===== src/rtl/iic_byte_master.sv =====
// Byte-level I2C write master: START, address byte (R/W=0), buffered data bytes, ACK, STOP.
// Bit timing comes from scl_gen; define IIC_ACK_CHECK_EN to enable ACK checking / NACK abort.
//
// state     | meaning
// ----------+-------------------------------------------------------------
// IDLE      | bus released, waiting for i_start
// START     | SDA pulled low with SCL high, START hold time
// BIT       | shifting one byte out, MSB first, one bit per SCL period
// ACK       | SDA released for the ninth SCL period, slave answers
// WAIT      | SCL stretched low while the data buffer is empty
// STOP_LOW  | SDA low, waiting for SCL to rise
// STOP_HOLD | SCL high, SDA still low for the STOP setup time
// FREE      | bus released, bus-free time before the next transaction
module iic_byte_master #(
    parameter int HOLD_CYCLES = 500
) (
    input  logic       i_clk,
    input  logic       i_rst_n,
    input  logic       i_start,
    input  logic [6:0] i_addr,
    input  logic [7:0] i_data,
    input  logic       i_last,
    input  logic       i_valid,
    output logic       o_ready,
    output logic       o_cnt_en,
    input  logic       i_scl_clk,
    input  logic       i_shift_en,
    input  logic       i_read_en,
    input  logic       i_sda,
    output logic       o_scl_oe,
    output logic       o_sda_oe,
    output logic       o_busy,
    output logic       o_done,
    output logic       o_nack
);

    localparam int TW = $clog2(HOLD_CYCLES + 1);
    localparam logic [TW-1:0] HOLD_LOAD = TW'(HOLD_CYCLES - 1);

    localparam logic [2:0] ST_IDLE      = 3'd0;
    localparam logic [2:0] ST_START     = 3'd1;
    localparam logic [2:0] ST_BIT       = 3'd2;
    localparam logic [2:0] ST_ACK       = 3'd3;
    localparam logic [2:0] ST_WAIT      = 3'd4;
    localparam logic [2:0] ST_STOP_LOW  = 3'd5;
    localparam logic [2:0] ST_STOP_HOLD = 3'd6;
    localparam logic [2:0] ST_FREE      = 3'd7;

    logic [2:0]    state;
    logic [7:0]    shreg;
    logic [3:0]    bit_cnt;
    logic          cur_last;
    logic          buf_valid;
    logic [7:0]    buf_data;
    logic          buf_last;
    logic [TW-1:0] timer;
    logic          cnt_en;
    logic          sda_oe;
    logic          busy;
    logic          done;
    logic          nack_abort;

    logic scl_active;
    logic xfer_state;
    logic push;
    logic timer_tc;

    always_comb begin
        scl_active = (state == ST_BIT) || (state == ST_ACK) ||
                     (state == ST_WAIT) || (state == ST_STOP_LOW);
        xfer_state = (state == ST_START) || (state == ST_BIT) ||
                     (state == ST_ACK) || (state == ST_WAIT);
        push       = i_valid && xfer_state && !buf_valid;
        timer_tc   = (timer == '0);
    end

    // SCL follows scl_gen only while a byte is on the wire; otherwise it is released.
    assign o_scl_oe = scl_active && !i_scl_clk;
    assign o_ready  = xfer_state && !buf_valid;
    assign o_cnt_en = cnt_en;
    assign o_sda_oe = sda_oe;
    assign o_busy   = busy;
    assign o_done   = done;
    assign o_nack   = nack_abort;

`ifdef IIC_ACK_CHECK_EN
    logic nack_q;

    always_ff @(posedge i_clk or negedge i_rst_n) begin
        if (!i_rst_n) begin
            nack_q <= 1'b0;
        end else if (state == ST_IDLE && i_start) begin
            nack_q <= 1'b0;
        end else if (state == ST_ACK && i_read_en && i_sda) begin
            nack_q <= 1'b1;
        end
    end

    assign nack_abort = nack_q;
`else
    logic unused_sda;

    assign unused_sda = i_sda;
    assign nack_abort = 1'b0;
`endif

    always_ff @(posedge i_clk or negedge i_rst_n) begin
        if (!i_rst_n) begin
            state     <= ST_IDLE;
            shreg     <= '0;
            bit_cnt   <= '0;
            cur_last  <= 1'b0;
            buf_valid <= 1'b0;
            buf_data  <= '0;
            buf_last  <= 1'b0;
            timer     <= '0;
            cnt_en    <= 1'b0;
            sda_oe    <= 1'b0;
            busy      <= 1'b0;
            done      <= 1'b0;
        end else begin
            done <= 1'b0;

            // Push and pop are mutually exclusive: push needs an empty buffer, pop a full one.
            if (push) begin
                buf_valid <= 1'b1;
                buf_data  <= i_data;
                buf_last  <= i_last;
            end

            case (state)
                ST_IDLE: begin
                    if (i_start) begin
                        shreg    <= {i_addr, 1'b0};
                        cur_last <= 1'b0;
                        sda_oe   <= 1'b1;
                        busy     <= 1'b1;
                        timer    <= HOLD_LOAD;
                        state    <= ST_START;
                    end
                end

                ST_START: begin
                    if (timer_tc) begin
                        cnt_en  <= 1'b1;
                        sda_oe  <= ~shreg[7];
                        bit_cnt <= '0;
                        state   <= ST_BIT;
                    end else begin
                        timer <= timer - 1'b1;
                    end
                end

                ST_BIT: begin
                    if (i_read_en) begin
                        bit_cnt <= bit_cnt + 4'd1;
                    end else if (i_shift_en) begin
                        if (bit_cnt == 4'd8) begin
                            sda_oe <= 1'b0;
                            state  <= ST_ACK;
                        end else begin
                            shreg  <= {shreg[6:0], 1'b0};
                            sda_oe <= ~shreg[6];
                        end
                    end
                end

                ST_ACK: begin
                    if (i_shift_en) begin
                        if (nack_abort || cur_last) begin
                            sda_oe    <= 1'b1;
                            buf_valid <= 1'b0;
                            state     <= ST_STOP_LOW;
                        end else if (buf_valid) begin
                            shreg     <= buf_data;
                            cur_last  <= buf_last;
                            buf_valid <= 1'b0;
                            sda_oe    <= ~buf_data[7];
                            bit_cnt   <= '0;
                            state     <= ST_BIT;
                        end else begin
                            cnt_en <= 1'b0;
                            state  <= ST_WAIT;
                        end
                    end
                end

                ST_WAIT: begin
                    if (buf_valid) begin
                        shreg     <= buf_data;
                        cur_last  <= buf_last;
                        buf_valid <= 1'b0;
                        sda_oe    <= ~buf_data[7];
                        bit_cnt   <= '0;
                        cnt_en    <= 1'b1;
                        state     <= ST_BIT;
                    end
                end

                ST_STOP_LOW: begin
                    if (i_read_en) begin
                        cnt_en <= 1'b0;
                        timer  <= HOLD_LOAD;
                        state  <= ST_STOP_HOLD;
                    end
                end

                ST_STOP_HOLD: begin
                    if (timer_tc) begin
                        sda_oe <= 1'b0;
                        timer  <= HOLD_LOAD;
                        state  <= ST_FREE;
                    end else begin
                        timer <= timer - 1'b1;
                    end
                end

                ST_FREE: begin
                    if (timer_tc) begin
                        busy  <= 1'b0;
                        done  <= 1'b1;
                        state <= ST_IDLE;
                    end else begin
                        timer <= timer - 1'b1;
                    end
                end

                default: begin
                    state <= ST_IDLE;
                end
            endcase
        end
    end

endmodule


===== config.mk =====
export PLATFORM = sky130hd
export DESIGN_NAME = iic_byte_master
export DESIGN_NICKNAME = d
export VERILOG_FILES = /design/src/rtl/iic_byte_master.sv
export SDC_FILE = /design/constraint.sdc
export NUM_CORES = 1
export LEC_CHECK = 0
export BUFFER_PORTS_ARGS = -buffer_cell sky130_fd_sc_hd__buf_2
export CAP_MARGIN = 20
export CORE_UTILIZATION = 55
export DETAILED_ROUTE_END_ITERATION = 12
export PLACE_DENSITY = 0.74
export SLEW_MARGIN = 20
export SYNTH_ARGS = -nofsm -noshare
export SYNTH_HDL_FRONTEND = slang
export SYNTH_SLANG_ARGS = --single-unit

===== constraint.sdc =====
create_clock -name i_clk -period 2.45 [get_ports i_clk]
set_input_delay 0.735 -clock i_clk [delete_from_list [all_inputs] [get_ports i_clk]]
set_output_delay 0.735 -clock i_clk [all_outputs]
set_load 0.01 [all_outputs]

==> flow_summary.json <==
{
  "critical_path_class": "reg -> out",
  "pin_count": 31,
  "startpoint_type": "flop",
  "fmax_mhz": 428.0,
  "crit_family": "flip-flops",
  "synthArstFlopShare_pct": 100.0,
  "drc": 0,
  "vdd_drop_max_v": 0.0007078,
  "die_area_mm2": 0.004777,
  "yosys.area.top_type_share_pct": 39.39,
  "ys_types": 58,
  "end_kind": "output port",
  "status": "complete, no violations",
  "final_util_pct": 62.99,
  "grt_start_max_net_pins": 40,
  "rows": 24,
  "cp_data_required_time_ns": 1.71,
  "fin_skew_ns": 0.004660,
  "cts_sinks": 39,
  "met3_usage_pct": 5.702,
  "setup_viol_count_final": 0,
  "initial_core_util_pct": 56.90,
  "grt_pass1_wl_um": 9446,
  "ant_nets": 0,
  "die_w_um": 69.12,
  "finalCritPeriodShare_pct": 95.36,
  "drtPass1Iterations": 4,
  "cts_tree": "done",
  "die_y_um": 69.12,
  "nNetsFinal": 319,
  "grt.busiest_layer": "met2",
  "hp-class": "in -> async",
  "p_int_mw": 2.015,
  "power_per_cell_area_mw_per_mm2": 1273,
  "gp_congestion": 0.8865,
  "postCtsHoldBufs": 0,
  "syn-cell-area_mm2": 0.002477,
  "drtIter0Drc": 134,
  "overflow": 0,
  "viasPerCell": 6.183,
  "synth_ff_type": "dfrtp_1",
  "clk_path_buf_depth": 2,
  "dp_hpwl_um": 3920,
  "worstPathArrival_ns": 1.60,
  "wirelength_um": 5534,
  "p_sw_mw": 1.475,
  "grt_setup_unrepaired": "false",
  "numCtsBuffers": 5,
  "sw_frac_of_total_pct": 42.26,
  "maxCapViolations": 0,
  "synth-edff-count": 0,
  "cpPeakStageDelay_ns": 0.55,
  "drive_above_1_share_pct": 25.34,
  "cts.htree.levels": 2,
  "antenna_found_initial": 0,
  "post_drt_wl_per_cell_um": 16.09,
  "ys_ff_latch": 39,
  "syn_nets": 292,
  "synth_area_leaders": "dfrtp_1 (39%), mux2_2 (7.7%), o21ai_0 (5.1%), a21oi_1 (4.0%), nand2_1 (3.5%)",
  "syn_area_per_cell_um2": 9.349,
  "grt_usage_pct": 25.02,
  "critPathSlowestCell": "dfrtp_1",
  "use_met1_pct": 36.10,
  "tns_ns": 0,
  "synthTopCellsByCount": "dfrtp_1 (39), o21ai_0 (25), nand2_1 (23)",
  "synthCells": 265,
  "yosysTopAreaCell": "dfrtp_1",
  "num_vias": 2127,
  "p_comb_share_pct": 53.0,
  "period_minus_slack_ns": 2.336,
  "met2_usage_pct": 36.68,
  "path_max_fanout": 16,
  "slew_violations": 0,
  "core_mm2": 0.004354,
  "clk_latency_ns": 0.29,
  "cts_root_buf": "clkbuf_8",
  "hold_viol_final": 0,
  "power.share.clock_pct": 12.7,
  "power.leakage_nw": 1.157,
  "ys.warnings.count": 0,
  "portBuffers": 28,
  "clk_pin_slew_ns": 0.07,
  "syn2layout_area_growth_pct": 10.71,
  "seqPwrFrac_pct": 34.3,
  "path_buf_inv": 2,
  "crit_chain": "buf_4 -> xor2_1 -> nor2_1 -> buf_2",
  "grt_pass1_vias": 1998,
  "antenna_cells": 0,
  "ys_seq_area_share_pct": 39.39,
  "synthMostInstantiatedCell": "dfrtp_1"
}
metrics by stage:
| step | hold WS, ns | setup WS [ns] | std cells | power (mW) | instance area [um^2] |
|---|---|---|---|---|---|
| floorplan | 0.4394 | 0.5592 | 265 | 2.608 | 2477 |
| global placement | 0.4827 | 0.2102 | 337 | 2.975 | 2654 |
| detailed placement | 0.4744 | 0.1731 | 337 | 3.032 | 2654 |
| CTS | 0.4915 | 0.06912 | 344 | 3.490 | 2741 |
| global route | 0.5205 | 0.03565 | 344 | 3.782 | 2743 |
| finish | 0.4858 | 0.1136 | 344 | 3.491 | 2743 |
sequential cells by signal, summed over array words and instances (netlist names):
signal / count
o_busy: 1
bit_cnt: 4
o_sda_oe: 1
shreg: 8
cur_last: 1
state: 3
buf_data: 8
buf_last: 1
o_done: 1
o_cnt_en: 1
timer: 9
buf_valid: 1
routing by layer:
metal	share of wire (%)	up-vias
met5	0	-
met4	1.0	0
met3	5.4	5
met2	45	67
met1	49	1019
li1	-	1036
placed cells by master (no fill, tap or decap), types with 2 or more instances in the layout:
cell type / instances
a211oi_1: 2
a21oi_1: 20
a31oi_1: 2
and2_1: 3
buf_2: 28
buf_4: 11
clkbuf_8: 6
dfrtp_1: 38
ha_1: 3
inv_1: 7
mux2_2: 17
nand2_1: 23
nand2b_1: 7
nand3_1: 4
nand4_1: 2
nand4b_1: 2
nor2_1: 15
nor2b_1: 6
nor3_1: 2
nor3b_1: 3
o21ai_0: 25
o22a_1: 7
o22ai_1: 10
o31ai_1: 8
or2_2: 2
or3_1: 7
xnor2_1: 2
area by class of cell:
type | count | area [um^2]
Clock buffer | 6 | 82.58
Clock inverter | 1 | 5.005
Fill cell | 395 | 1612
Inverter | 7 | 26.28
Multi-Input combinational cell | 200 | 1364
Sequential cell | 39 | 977.2
Tap cell | 52 | 65.06
Timing Repair Buffer | 39 | 222.7
repair_timing:
action | in CTS | in global routing
resized for setup | 0 | 1
setup endpoints to repair | 0 | 1
buffers inserted | 0 | 0
power groups by stage:
| stage | clock (mW) | combinational (mW) | sequential, mW |
|---|---|---|---|
| finish | 0.444 | 1.85 | 1.20 |
| detailed placement | 0 | 1.84 | 1.20 |
| global route | 0.486 | 2.05 | 1.24 |
| CTS | 0.459 | 1.84 | 1.19 |
| global placement | 0 | 1.78 | 1.19 |
| floorplan | 0 | 1.52 | 1.09 |
worst paths after layout:
check	startpoint	to	slack, ns	cells after the start
min	i_rst_n	state[2]	0.49	2
max	state[2]	o_ready	0.11	4
max in group asynchronous	i_rst_n	state[1]	1.61	2
min reg2reg	bit_cnt[3]	bit_cnt[3]	0.49	1
min in group i_clk	bit_cnt[3]	bit_cnt[3]	0.49	1
max reg2reg	timer[0]	timer[4]	0.18	7
worst reg2reg max path, stage by stage (launching register included):
cell	delay, ns
dfrtp_1	0.40
inv_1	0.06
ha_1	0.18
or4b_1	0.65
nor2_8	0.23
a311o_1	0.43
a211o_1	0.16
nand2_1	0.04
logic make-up after synthesis:
| logic type | count (synthesis) | share of synthesized area [%] |
|---|---|---|
| AOI/OAI and AO/OA | 90 | 24.60 |
| xor gates and xnor gates | 3 | 1.061 |
| and+or+nand+nor | 85 | 19.60 |
| buffers and inverters | 26 | 5.555 |
| muxes | 18 | 8.131 |
| DFF | 39 | 39.39 |
| adders and majority gates | 3 | 1.515 |
| other | 1 | 0.1514 |
(Power assumes the default switching activity.)
